===== config.mk =====
export PLATFORM = sky130hd
export DESIGN_NAME = fwd_hazard_unit
export DESIGN_NICKNAME = d
export VERILOG_FILES = /design/src/rtl/fwd_pkg.sv /design/src/rtl/fwd_port_sel.sv /design/src/rtl/fwd_hazard_unit.sv
export SDC_FILE = /design/constraint.sdc
export NUM_CORES = 1
export LEC_CHECK = 0
export CAP_MARGIN = 40
export CELL_PAD_IN_SITES_DETAIL_PLACEMENT = 1
export CELL_PAD_IN_SITES_GLOBAL_PLACEMENT = 1
export CORE_MARGIN = 2
export CORE_UTILIZATION = 32
export CTS_CLUSTER_DIAMETER = 60
export DETAILED_ROUTE_END_ITERATION = 12
export PLACE_DENSITY_LB_ADDON = 0.1
export SYNTH_ARGS = -nofsm -noshare
export SYNTH_HDL_FRONTEND = slang
export SYNTH_HIERARCHICAL = 1
export SYNTH_SLANG_ARGS = --single-unit

===== constraint.sdc =====
create_clock -name clk -period 6.6 [get_ports clk]
set_input_delay 1.65 -clock clk [delete_from_list [all_inputs] [get_ports clk]]
set_output_delay 1.65 -clock clk [all_outputs]
set_load 0.02 [all_outputs]

===== src/rtl/fwd_pkg.sv =====
// ---------------------------------------------------------------------------
// fwd_pkg
// Shared definitions for the forwarding / hazard unit:
//   state_t    - hazard controller states (RUN, LDUSE, MWAIT)
//   stage_t    - names for the bypass source stages, nearest first
//   SEL_RF     - fwd_sel value that selects the register file
//   LDCNT_W    - width of the remaining load-use bubble counter
//   CNT_W      - width of the stall/freeze statistics counter
//   sel_width  - forwarding select width for a given number of stages
// ---------------------------------------------------------------------------
package fwd_pkg;

  typedef enum logic [1:0] {
    ST_RUN   = 2'd0,
    ST_LDUSE = 2'd1,
    ST_MWAIT = 2'd2
  } state_t;

  typedef enum int {
    STG_EXMEM = 0,
    STG_MEMWB = 1,
    STG_WB1   = 2
  } stage_t;

  localparam int SEL_RF  = 0;
  localparam int LDCNT_W = 3;
  localparam int CNT_W   = 16;

  // One code for the register file plus one code per bypass stage.
  function automatic int sel_width(input int nstages);
    return $clog2(nstages + 1);
  endfunction

endpackage


===== src/rtl/fwd_port_sel.sv =====
// ---------------------------------------------------------------------------
// fwd_port_sel
// Forwarding source select for a single register read port.
//   rs            in   RW          source register of this port
//   stg_rd        in   NSTAGES*RW  destination of stage s at [s*RW +: RW]
//   stg_regwrite  in   NSTAGES     stage s writes the register file
//   sel           out  SW          0 = register file, s+1 = stage s
// ---------------------------------------------------------------------------
module fwd_port_sel
  import fwd_pkg::*;
#(
  parameter int NSTAGES = 2,
  parameter int RW      = 5,
  parameter int SW      = 2
) (
  input  logic [RW-1:0]         rs,
  input  logic [NSTAGES*RW-1:0] stg_rd,
  input  logic [NSTAGES-1:0]    stg_regwrite,
  output logic [SW-1:0]         sel
);

  // Scan from the farthest stage towards the nearest so the nearest match
  // overwrites older ones. A zero rs never matches, which also keeps
  // register 0 (and any stage writing register 0) out of the bypass path.
  always_comb begin
    sel = SW'(SEL_RF);
    for (int s = NSTAGES - 1; s >= int'(STG_EXMEM); s--) begin
      if ((rs != '0) && stg_regwrite[s] && (stg_rd[s*RW +: RW] == rs)) begin
        sel = SW'(s + 1);
      end
    end
  end

endmodule


===== src/rtl/fwd_hazard_unit.sv =====
// ---------------------------------------------------------------------------
// fwd_hazard_unit
// Operand forwarding selects plus load-use / memory-wait pipeline control.
//   clk           in   1           rising-edge clock
//   rst_n         in   1           synchronous active-low reset
//   ex_rs         in   NPORTS*RW   EX instruction sources, port p at [p*RW +: RW]
//   id_rs         in   NPORTS*RW   ID instruction sources, same packing
//   stg_rd        in   NSTAGES*RW  destination of bypass stage s
//   stg_regwrite  in   NSTAGES     bypass stage s writes the register file
//   ex_memread    in   1           EX instruction is a load
//   ex_rd         in   RW          EX instruction destination
//   mem_req       in   1           MEM stage has an outstanding access
//   dmem_ready    in   1           data memory completes this cycle
//   fwd_sel       out  NPORTS*SW   per-port forwarding select
//   stall         out  1           hold PC and IF/ID
//   bubble        out  1           insert NOP into ID/EX
//   freeze        out  1           hold every pipeline register
//   stall_cnt     out  16          saturating count of stall|freeze cycles
// ---------------------------------------------------------------------------
module fwd_hazard_unit
  import fwd_pkg::*;
#(
  parameter int NPORTS   = 2,
  parameter int NSTAGES  = 2,
  parameter int RW       = 5,
  parameter int LOAD_LAT = 1
) (
  input  logic                                 clk,
  input  logic                                 rst_n,
  input  logic [NPORTS*RW-1:0]                 ex_rs,
  input  logic [NPORTS*RW-1:0]                 id_rs,
  input  logic [NSTAGES*RW-1:0]                stg_rd,
  input  logic [NSTAGES-1:0]                   stg_regwrite,
  input  logic                                 ex_memread,
  input  logic [RW-1:0]                        ex_rd,
  input  logic                                 mem_req,
  input  logic                                 dmem_ready,
  output logic [NPORTS*sel_width(NSTAGES)-1:0] fwd_sel,
  output logic                                 stall,
  output logic                                 bubble,
  output logic                                 freeze,
  output logic [CNT_W-1:0]                     stall_cnt
);

  localparam int SW = sel_width(NSTAGES);

  state_t               state_q, state_d;
  state_t               resume_q, resume_d;
  state_t               eff_state;
  logic [LDCNT_W-1:0]   cnt_q, cnt_d;
  logic                 hazard;
  logic                 memwait;
  logic                 stall_c, bubble_c, freeze_c;

  for (genvar p = 0; p < NPORTS; p++) begin : g_port
    fwd_port_sel #(
      .NSTAGES (NSTAGES),
      .RW      (RW),
      .SW      (SW)
    ) u_sel (
      .rs           (ex_rs[p*RW +: RW]),
      .stg_rd       (stg_rd),
      .stg_regwrite (stg_regwrite),
      .sel          (fwd_sel[p*SW +: SW])
    );
  end

  always_comb begin
    hazard = 1'b0;
    if (ex_memread && (ex_rd != '0)) begin
      for (int p = 0; p < NPORTS; p++) begin
        if (id_rs[p*RW +: RW] == ex_rd) begin
          hazard = 1'b1;
        end
      end
    end
  end

  assign memwait = mem_req && !dmem_ready;

  // On the cycle memory becomes ready MWAIT behaves exactly like the state it
  // interrupted, so hazards (or the held load-use bubbles) take effect in
  // that same cycle without an extra dead cycle.
  always_comb begin
    state_d   = state_q;
    resume_d  = resume_q;
    cnt_d     = cnt_q;
    stall_c   = 1'b0;
    bubble_c  = 1'b0;
    freeze_c  = 1'b0;
    eff_state = state_q;

    if (state_q == ST_MWAIT) begin
      if (dmem_ready) begin
        eff_state = resume_q;
      end else begin
        freeze_c = 1'b1;
      end
    end

    case (eff_state)
      ST_RUN: begin
        state_d = ST_RUN;
        if (memwait) begin
          freeze_c = 1'b1;
          state_d  = ST_MWAIT;
          resume_d = ST_RUN;
        end else if (hazard) begin
          stall_c  = 1'b1;
          bubble_c = 1'b1;
          if (LOAD_LAT > 1) begin
            state_d = ST_LDUSE;
            cnt_d   = LDCNT_W'(LOAD_LAT - 1);
          end
        end
      end
      ST_LDUSE: begin
        // The remaining count is held untouched across a memory wait.
        if (memwait) begin
          freeze_c = 1'b1;
          state_d  = ST_MWAIT;
          resume_d = ST_LDUSE;
        end else begin
          stall_c  = 1'b1;
          bubble_c = 1'b1;
          cnt_d    = cnt_q - LDCNT_W'(1);
          state_d  = (cnt_q == LDCNT_W'(1)) ? ST_RUN : ST_LDUSE;
        end
      end
      default: begin
        state_d = ST_MWAIT;
      end
    endcase
  end

  assign stall  = rst_n && stall_c;
  assign bubble = rst_n && bubble_c;
  assign freeze = rst_n && freeze_c;

  always_ff @(posedge clk) begin
    if (!rst_n) begin
      state_q   <= ST_RUN;
      resume_q  <= ST_RUN;
      cnt_q     <= '0;
      stall_cnt <= '0;
    end else begin
      state_q  <= state_d;
      resume_q <= resume_d;
      cnt_q    <= cnt_d;
      if ((stall || freeze) && (stall_cnt != '1)) begin
        stall_cnt <= stall_cnt + CNT_W'(1);
      end
    end
  end

endmodule


# Yosys cells after proc, flatten, opt, wreduce, memory -nomap -nowiden
# Cells that the tools add are included.
dict set report totals {
  reg_bits 23
  in_bits 42
  out_inout_bits 23
  word_cells 66
}
dict set report op_classes {
  n_addsub 2
  eq_ne 12
  mux 24
  bitwise_logic 1
  reduce_logical 23
}
# cell n
set op_table {}
lappend op_table {{5-bit == test} 6}
lappend op_table {{2-bit two-way mux} 10}
lappend op_table {{16-bit by 1-bit adder with 16-bit output, second input constant} 1}
lappend op_table {{16-bit != test, second input constant} 1}
lappend op_table {{5-bit nonzero test} 3}
lappend op_table {{1-bit logical AND} 13}
lappend op_table {{1-bit two-way mux} 11}
lappend op_table {{2-bit one-hot mux with 2 select lines} 2}
lappend op_table {{2-bit != test, second input constant} 2}
lappend op_table {{3-bit by 1-bit == test with 1-bit output, second input constant} 1}
lappend op_table {{3-bit AND reduction} 1}
lappend op_table {{3-bit by 1-bit subtractor with 3-bit output, second input constant} 1}
lappend op_table {{2-bit by 1-bit == test with 1-bit output, second input constant} 1}
lappend op_table {{2-bit == test, second input constant} 1}
lappend op_table {{2-bit logical NOT} 1}
lappend op_table {{1-bit one-hot mux with 2 select lines} 1}
lappend op_table {{2-bit AND reduction} 1}
lappend op_table {{2-bit nonzero test} 1}
lappend op_table {{2-bit OR reduction} 1}
lappend op_table {{1-bit logical NOT} 1}
lappend op_table {{1-bit logical OR} 1}
lappend op_table {{1-bit inverter} 1}

# Longest topological paths before layout
# Gate-level depths: netlist (run 1).
dict set report logic_depth {
  ltp_word 10
  ltp_mapped 7
  depth_no_buf 7
}

# Hierarchy
# Netlist (run 1), hierarchy kept.
# mod instances cells_each area_each_um2 seq_area_each_um2
set by_module_without_submodules {}
lappend by_module_without_submodules {fwd_hazard_unit 1 149 1257.5 440.4}
lappend by_module_without_submodules {fwd_port_sel 2 18 138.9 0.0}

# Least setup slack after synthesis (run 1)
# OpenSTA, ideal clock, no wires.
dict set report synth_timing {
  kind {input-to-output}
  startpoint {input ex_rs[2]}
  endpoint {output fwd_sel[1]}
  t_arrival_ps 3005
  required_ps 4950
  setup_slack_ps 1945
  stages 3
  path_buffers 0
  path_cell_list {xnor2_1 and2_1 a2111oi_0}
}
dict set report synth_via {
  elab_chain_len 5
  word_cells_on_any_way 9
  classes_between {2 x eq/ne; 2 x mux; 5 x reduce/logical}
}
# item line_no
set synth_rtl {}
lappend synth_rtl {{start: declaration} fwd_hazard_unit.sv:30} ;# input logic [NPORTS*RW-1:0] ex_rs,
lappend synth_rtl {{5-bit nonzero test} fwd_port_sel.sv:28} ;# if ((rs != '0) && stg_regwrite[s] && (stg_rd[s*RW +: RW] == rs)) begin
lappend synth_rtl {{1-bit logical AND (2 in a row)} fwd_port_sel.sv:28}
lappend synth_rtl {{2-bit two-way mux} fwd_port_sel.sv:28}
lappend synth_rtl {{2-bit two-way mux (*)} fwd_port_sel.sv:28}
lappend synth_rtl {{end: declaration} fwd_hazard_unit.sv:38} ;# output logic [NPORTS*sel_width(NSTAGES)-1:0] fwd_sel,
# Mark *: on every way between the ends. The rest lies on a longest branch, timed or not.

# Worst setup path after layout (run 1)
dict set report layout_timing {
  startpoint {input rst_n}
  endpoint {output bubble}
}
dict set report layout_via {
  elab_chain_len 1
}
# item line_no
set layout_rtl {}
lappend layout_rtl {{start: declaration} fwd_hazard_unit.sv:29} ;# input logic rst_n,
lappend layout_rtl {{1-bit logical AND} fwd_hazard_unit.sv:137} ;# assign bubble = rst_n && bubble_c;
lappend layout_rtl {{end: declaration} fwd_hazard_unit.sv:40} ;# output logic bubble,
# No other way between the ends.

==> impl_metrics.json, run 1 <==
{
  "finalSetupViolations": 0,
  "die_y_um": 73.3,
  "post_cts_resized": 0,
  "slew_headroom_pct": 63.5,
  "finalCritPeriodShare_pct": 81.2,
  "start_kind": "primary input",
  "hold_class": "reg -> reg",
  "ys_seq_area_share_pct": 28.7,
  "tns_ps": 0,
  "start_util_pct": 32.9,
  "leakagePower_nw": 0.896,
  "arrival_ps": 3710,
  "routed_via_density": 4.90,
  "die_area_mm2": 0.00537,
  "drv_cap": 0,
  "detail-route-antenna-nets": 0,
  "worstSetupPathType": "in -> out",
  "ios": 65,
  "portBuffers": 64,
  "grt_pass1_vias": 1499,
  "drt_pre_antenna_iters": 4,
  "wire_per_inst_um": 13.1,
  "grt_overflow": 0,
  "cts_tree": "built",
  "coreArea_mm2": 0.00466,
  "dp.cells": 300,
  "min_period_ps": 5360,
  "grt_max_degree": 32,
  "fin_area_mm2": 0.00227,
  "crit_path_end_kind": "primary output",
  "place.gp.congestion": 0.736,
  "drt-initial-drc-count": 48,
  "nets": 296,
  "clock.fmax_ghz": 0.187,
  "hold_violations": 0,
  "cts_max_level": 1,
  "cts_sinks": 22,
  "syn_area_mm2": 0.00154,
  "antenna_found_initial": 0,
  "final_cell_mix": "64 x clkdlybuf4s50_1, 27 x nand2_1, 24 x xnor2_1",
  "die-width_um": 73.3,
  "worstSkewPairLatency_ps": 260,
  "post_dp_cell_area_mm2": 0.00223,
  "clk_pin_slew_ps": 70,
  "status": "complete, no violations",
  "rsz0062_at_grt": "false",
  "synth_cells": 185,
  "cts_buffers": 3,
  "avgSynthCellArea_um2": 8.30,
  "drc": 0,
  "grt_usage_pct": 15.3,
  "nFillCells": 566,
  "utilization_pct": 48.8,
  "drive_gt1_share_pct": 2.81,
  "ir_worst_vdd_mv": 0.0873,
  "synth_fp_nets": 230,
  "clock-root-buffer": "clkbuf_8",
  "crit_required_ps": 4950,
  "skew_ps": 7.17,
  "p_total_mw": 0.286,
  "num_vias": 1485,
  "power_density_mw_per_mm2": 126,
  "hpwlAfterDp_um": 3260,
  "slew_viol_final": 0,
  "ys_seq_elements": 22,
  "fin_ws_ps": 1240,
  "worst_slew_pin_slew_ps": 545,
  "post_cts_buffers": 0,
  "clock_path_buffers": 2,
  "final_common_cell": "clkdlybuf4s50_1",
  "synth.distinct_cells": 32,
  "cts_hold_buf": 0,
  "whs_ps": 469,
  "routed_wl_um": 3960,
  "path_max_fanout": 31,
  "area_growth_syn_to_layout_pct": 48.1,
  "layout.cells.non_filler": 303,
  "yosys_warnings": 6,
  "antenna_cells": 0,
  "grt_pass1_wl_um": 6620,
  "num_rows": 25,
  "dp_slack_ps": 1210
}
## worst paths after layout
kind                                    from           end  slack [ps]  cells after the start
worst max-delay path                   rst_n        bubble        1240                      7
worst min register to register      cnt_q[2]    state_q[0]         470                      2
worst max register to register  stall_cnt[3]  stall_cnt[3]        4470                      7
worst min-delay path                cnt_q[2]    state_q[0]         470                      2
## power by group
group	internal [mW]	leakage [nW]	switching [mW]	total [mW]
clock network	0.0408	0.0216	0.0427	0.0835
registers	0.134	0.177	0.00126	0.135
logic	0.0407	0.697	0.0275	0.0681
total	0.215	0.896	0.0715	0.286
## cell families (layout without fill, tap and decap cells)
logic type                 Yosys count  in the layout  share of synthesized area (%)
adders and majority gates            3              3                           2.45
buffers and inverters                9             73                           2.45
muxes                               10             10                           6.52
DFF                                 22             22                           28.7
AOI/OAI and AO/OA                   14             14                           7.66
xor gates and xnor gates            37             37                           21.1
and+or+nand+nor                     90             90                           31.1
## state kept, by name (all words and copies together) (netlist names)
signal     count
stall_cnt     16
resume_q       1
cnt_q          3
state_q        2
## cells in the mapped netlist (all sizes together)
cell type	n	area, um^2
nor3	4	25.0
o21ai	4	20.0
and3	2	12.5
and2	12	75.1
and3b	2	17.5
inv	5	18.8
ha	3	37.5
nand3	11	55.1
nor4	4	25.0
xnor2	24	210
nor2b	4	25.0
a21boi	3	22.5
a221oi	1	26.3
dfxtp	22	440
o211a	1	10.0
mux2i	10	100
nand2	27	101
buf	1	7.51
and4	2	17.5
xor2	13	114
or4	3	22.5
o22ai	1	6.26
a32o	1	10.0
a2111oi	2	17.5
nand2b	7	43.8
nand4	4	25.0
clkbuf	3	11.3
nor2	8	32.5
a21oi	1	5.00
## layout make-up
| type | instances | area (um^2) | share of cell area (%) |
|---|---|---|---|
| clock buffer | 3 | 41.3 | 1.82 |
| inverter | 5 | 18.8 | 0.826 |
| multi-input combinational | 154 | 1060 | 46.5 |
| sequential | 22 | 440 | 19.4 |
| tap | 54 | 67.6 | 2.97 |
| timing repair buffer | 65 | 648 | 28.5 |
## worst max-delay path: stages
cell and delay (ps):
clkdlybuf4s50_1 460, buf_4 280, nand2_1 100, nor3_1 380
a21boi_0 150, inv_1 90, clkdlybuf4s50_1 600
## per-layer routing
metal	wire length (um)	track usage [%]	vias up
met2	1970	27.6	29
met4	8	1.85	0
met1	1810	19.1	691
met3	168	3.16	2
li1	-	-	763
met5	0	0	-
Note: power is estimated with default switching activity, not from simulation.
==> run 2, diff against run 1 <==
--- a/config.mk
+++ b/config.mk
@@ -9,7 +9,7 @@
 export CELL_PAD_IN_SITES_DETAIL_PLACEMENT = 1
 export CELL_PAD_IN_SITES_GLOBAL_PLACEMENT = 1
 export CORE_MARGIN = 2
-export CORE_UTILIZATION = 32
+export CORE_UTILIZATION = 27
 export CTS_CLUSTER_DIAMETER = 60
 export DETAILED_ROUTE_END_ITERATION = 12
 export PLACE_DENSITY_LB_ADDON = 0.1
==> constraint.sdc (replaced) <==
create_clock -name clk -period 4.6 [get_ports clk]
set_input_delay 1.15 -clock clk [delete_from_list [all_inputs] [get_ports clk]]
set_output_delay 1.15 -clock clk [all_outputs]
set_load 0.02 [all_outputs]
==> impl_metrics.json, run 2 (synthesis results as in run 1) <==
{
  "clock_path_buffers": 2,
  "routed_via_density": 4.63,
  "slowest_delay_ps": 540,
  "num_vias": 1492,
  "drc": 0,
  "r2r_cells": 7,
  "crit_required_ps": 3450,
  "die-width_um": 79.4,
  "area_growth_syn_to_layout_pct": 50.4,
  "power_density_mw_per_mm2": 187,
  "rr_endpoint": "stall_cnt[3]",
  "drt-initial-drc-count": 33,
  "top_regs": "stall_cnt x16, cnt_q x3, state_q x2",
  "top_register": "stall_cnt",
  "hpwlAfterDp_um": 3400,
  "grt_usage_pct": 13.4,
  "slew_viol_final": 0,
  "drive_gt1_share_pct": 3.20,
  "cts_max_level": 1,
  "worstSkewPairLatency_ps": 260,
  "worst_slew_pin_slew_ps": 495,
  "worstSetupPathType": "in -> out",
  "cp_slowest_cell": "clkdlybuf4s50_1",
  "place.gp.congestion": 0.730,
  "routed_wl_um": 4070,
  "worstPathCellList": "clkdlybuf4s50_1 -> or4_1 -> nor2_1 -> nor3_1 -> a21boi_0 -> inv_1 -> clkdlybuf4s50_1",
  "final_cell_mix": "64 x clkdlybuf4s50_1, 27 x nand2_1, 24 x xnor2_1",
  "finalCritPeriodShare_pct": 92.7,
  "min_period_ps": 4260,
  "start_kind": "primary input",
  "grt_pass1_wl_um": 6890,
  "start_util_pct": 27.9,
  "grt_max_degree": 30,
  "crit_start": "ex_rd[1]",
  "die_area_mm2": 0.00631,
  "cts_hold_buf": 0,
  "clock-root-buffer": "clkbuf_8",
  "hold_violations": 0,
  "coreArea_mm2": 0.00551,
  "num_rows": 27,
  "detail-route-antenna-nets": 0,
  "clk_pin_slew_ps": 80,
  "clock.fmax_ghz": 0.235,
  "final_common_cell": "clkdlybuf4s50_1",
  "largest_reg_flops": 16,
  "nets": 296,
  "skew_ps": 3.57,
  "drt_pre_antenna_iters": 3,
  "die_y_um": 79.4,
  "crit_path_end_kind": "primary output",
  "antenna_found_initial": 0,
  "crit_end": "stall",
  "post_cts_resized": 0,
  "portBuffers": 64,
  "leakagePower_nw": 0.904,
  "finalSetupViolations": 0,
  "tns_ps": 0,
  "ir_worst_vdd_mv": 0.124,
  "hold_class": "reg -> reg",
  "whs_ps": 485,
  "ios": 65,
  "cts_sinks": 22,
  "wire_per_inst_um": 12.6,
  "drv_cap": 0,
  "post_cts_buffers": 0,
  "cts_buffers": 3,
  "slew_headroom_pct": 66.8,
  "status": "complete, no violations",
  "rsz0062_at_grt": "false",
  "grt_overflow": 0,
  "path_max_fanout": 3,
  "grt_pass1_vias": 1443,
  "cts_tree": "built",
  "r2r_start": "stall_cnt[3]",
  "ff2ff_setup_slack_ps": 2510,
  "antenna_cells": 0,
  "arrival_ps": 3110,
  "cp_common_cell": "clkdlybuf4s50_1"
}
==> run 2: cell count changes in the layout (fill, tap and decap cells not counted) <==
cell and change:
clkbuf_8 +1
==> run 2: where the power goes <==
part,internal [mW],switching [mW]
Sequential,0.192,0.00185
Clock,0.0763,0.0639
Combinational,0.0584,0.0398
==> run 2: cell type report <==
class                           instances  area, um^2
Clock buffer                            4        55.1
Multi-Input combinational cell        154        1060
Tap cell                               72        90.1
Timing Repair Buffer                   65         648
Fill cell                             663        3200
Inverter                                5        18.8
Sequential cell                        22         440
==> run 2: critical path, delay by kind of cell <==
kind / cells / cell delay [ps]
buffers and inverters: 3 / 1070
AOI/OAI and AO/OA: 1 / 180
and+or+nand+nor: 3 / 710
==> run 2: stage by stage <==
step / std cells / setup slack [ps] / instance area, um^2 / total power [mW] / utilization (%)
floorplan: 185 / 945 / 1540 / 0.240 / -
finish: 322 / 337 / 2310 / 0.432 / 41.9
global route: 322 / 174 / 2310 / 0.457 / 41.9
detailed placement: 318 / 307 / 2250 / 0.297 / 40.9
global placement: 318 / 305 / 2250 / 0.297 / 40.9
CTS: 322 / 297 / 2310 / 0.438 / 41.9
==> run 2: worst min-delay path by stage <==
| stage | startpoint | end | slack, ps | cells after the start |
|---|---|---|---|---|
| floorplan | cnt_q[2] | state_q[0] | 440 | 2 |
| global placement | cnt_q[2] | state_q[0] | 460 | 2 |
| detailed placement | cnt_q[2] | state_q[0] | 480 | 2 |
| CTS | cnt_q[2] | state_q[0] | 490 | 2 |
| global route | stall_cnt[6] | stall_cnt[6] | 520 | 2 |
| finish | cnt_q[2] | state_q[0] | 490 | 2 |
==> run 2: per-layer routing <==
| layer | up-vias | part of all wire (%) | GRT usage (%) | wire length [um] |
|---|---|---|---|---|
| met3 | 2 | 3.8 | 2.71 | 154 |
| met1 | 697 | 49 | 18.3 | 1990 |
| met5 | - | 0 | 0 | 0 |
| met2 | 30 | 47 | 22.5 | 1930 |
| met4 | 0 | 0.098 | 1.03 | 4 |
| li1 | 763 | - | - | - |
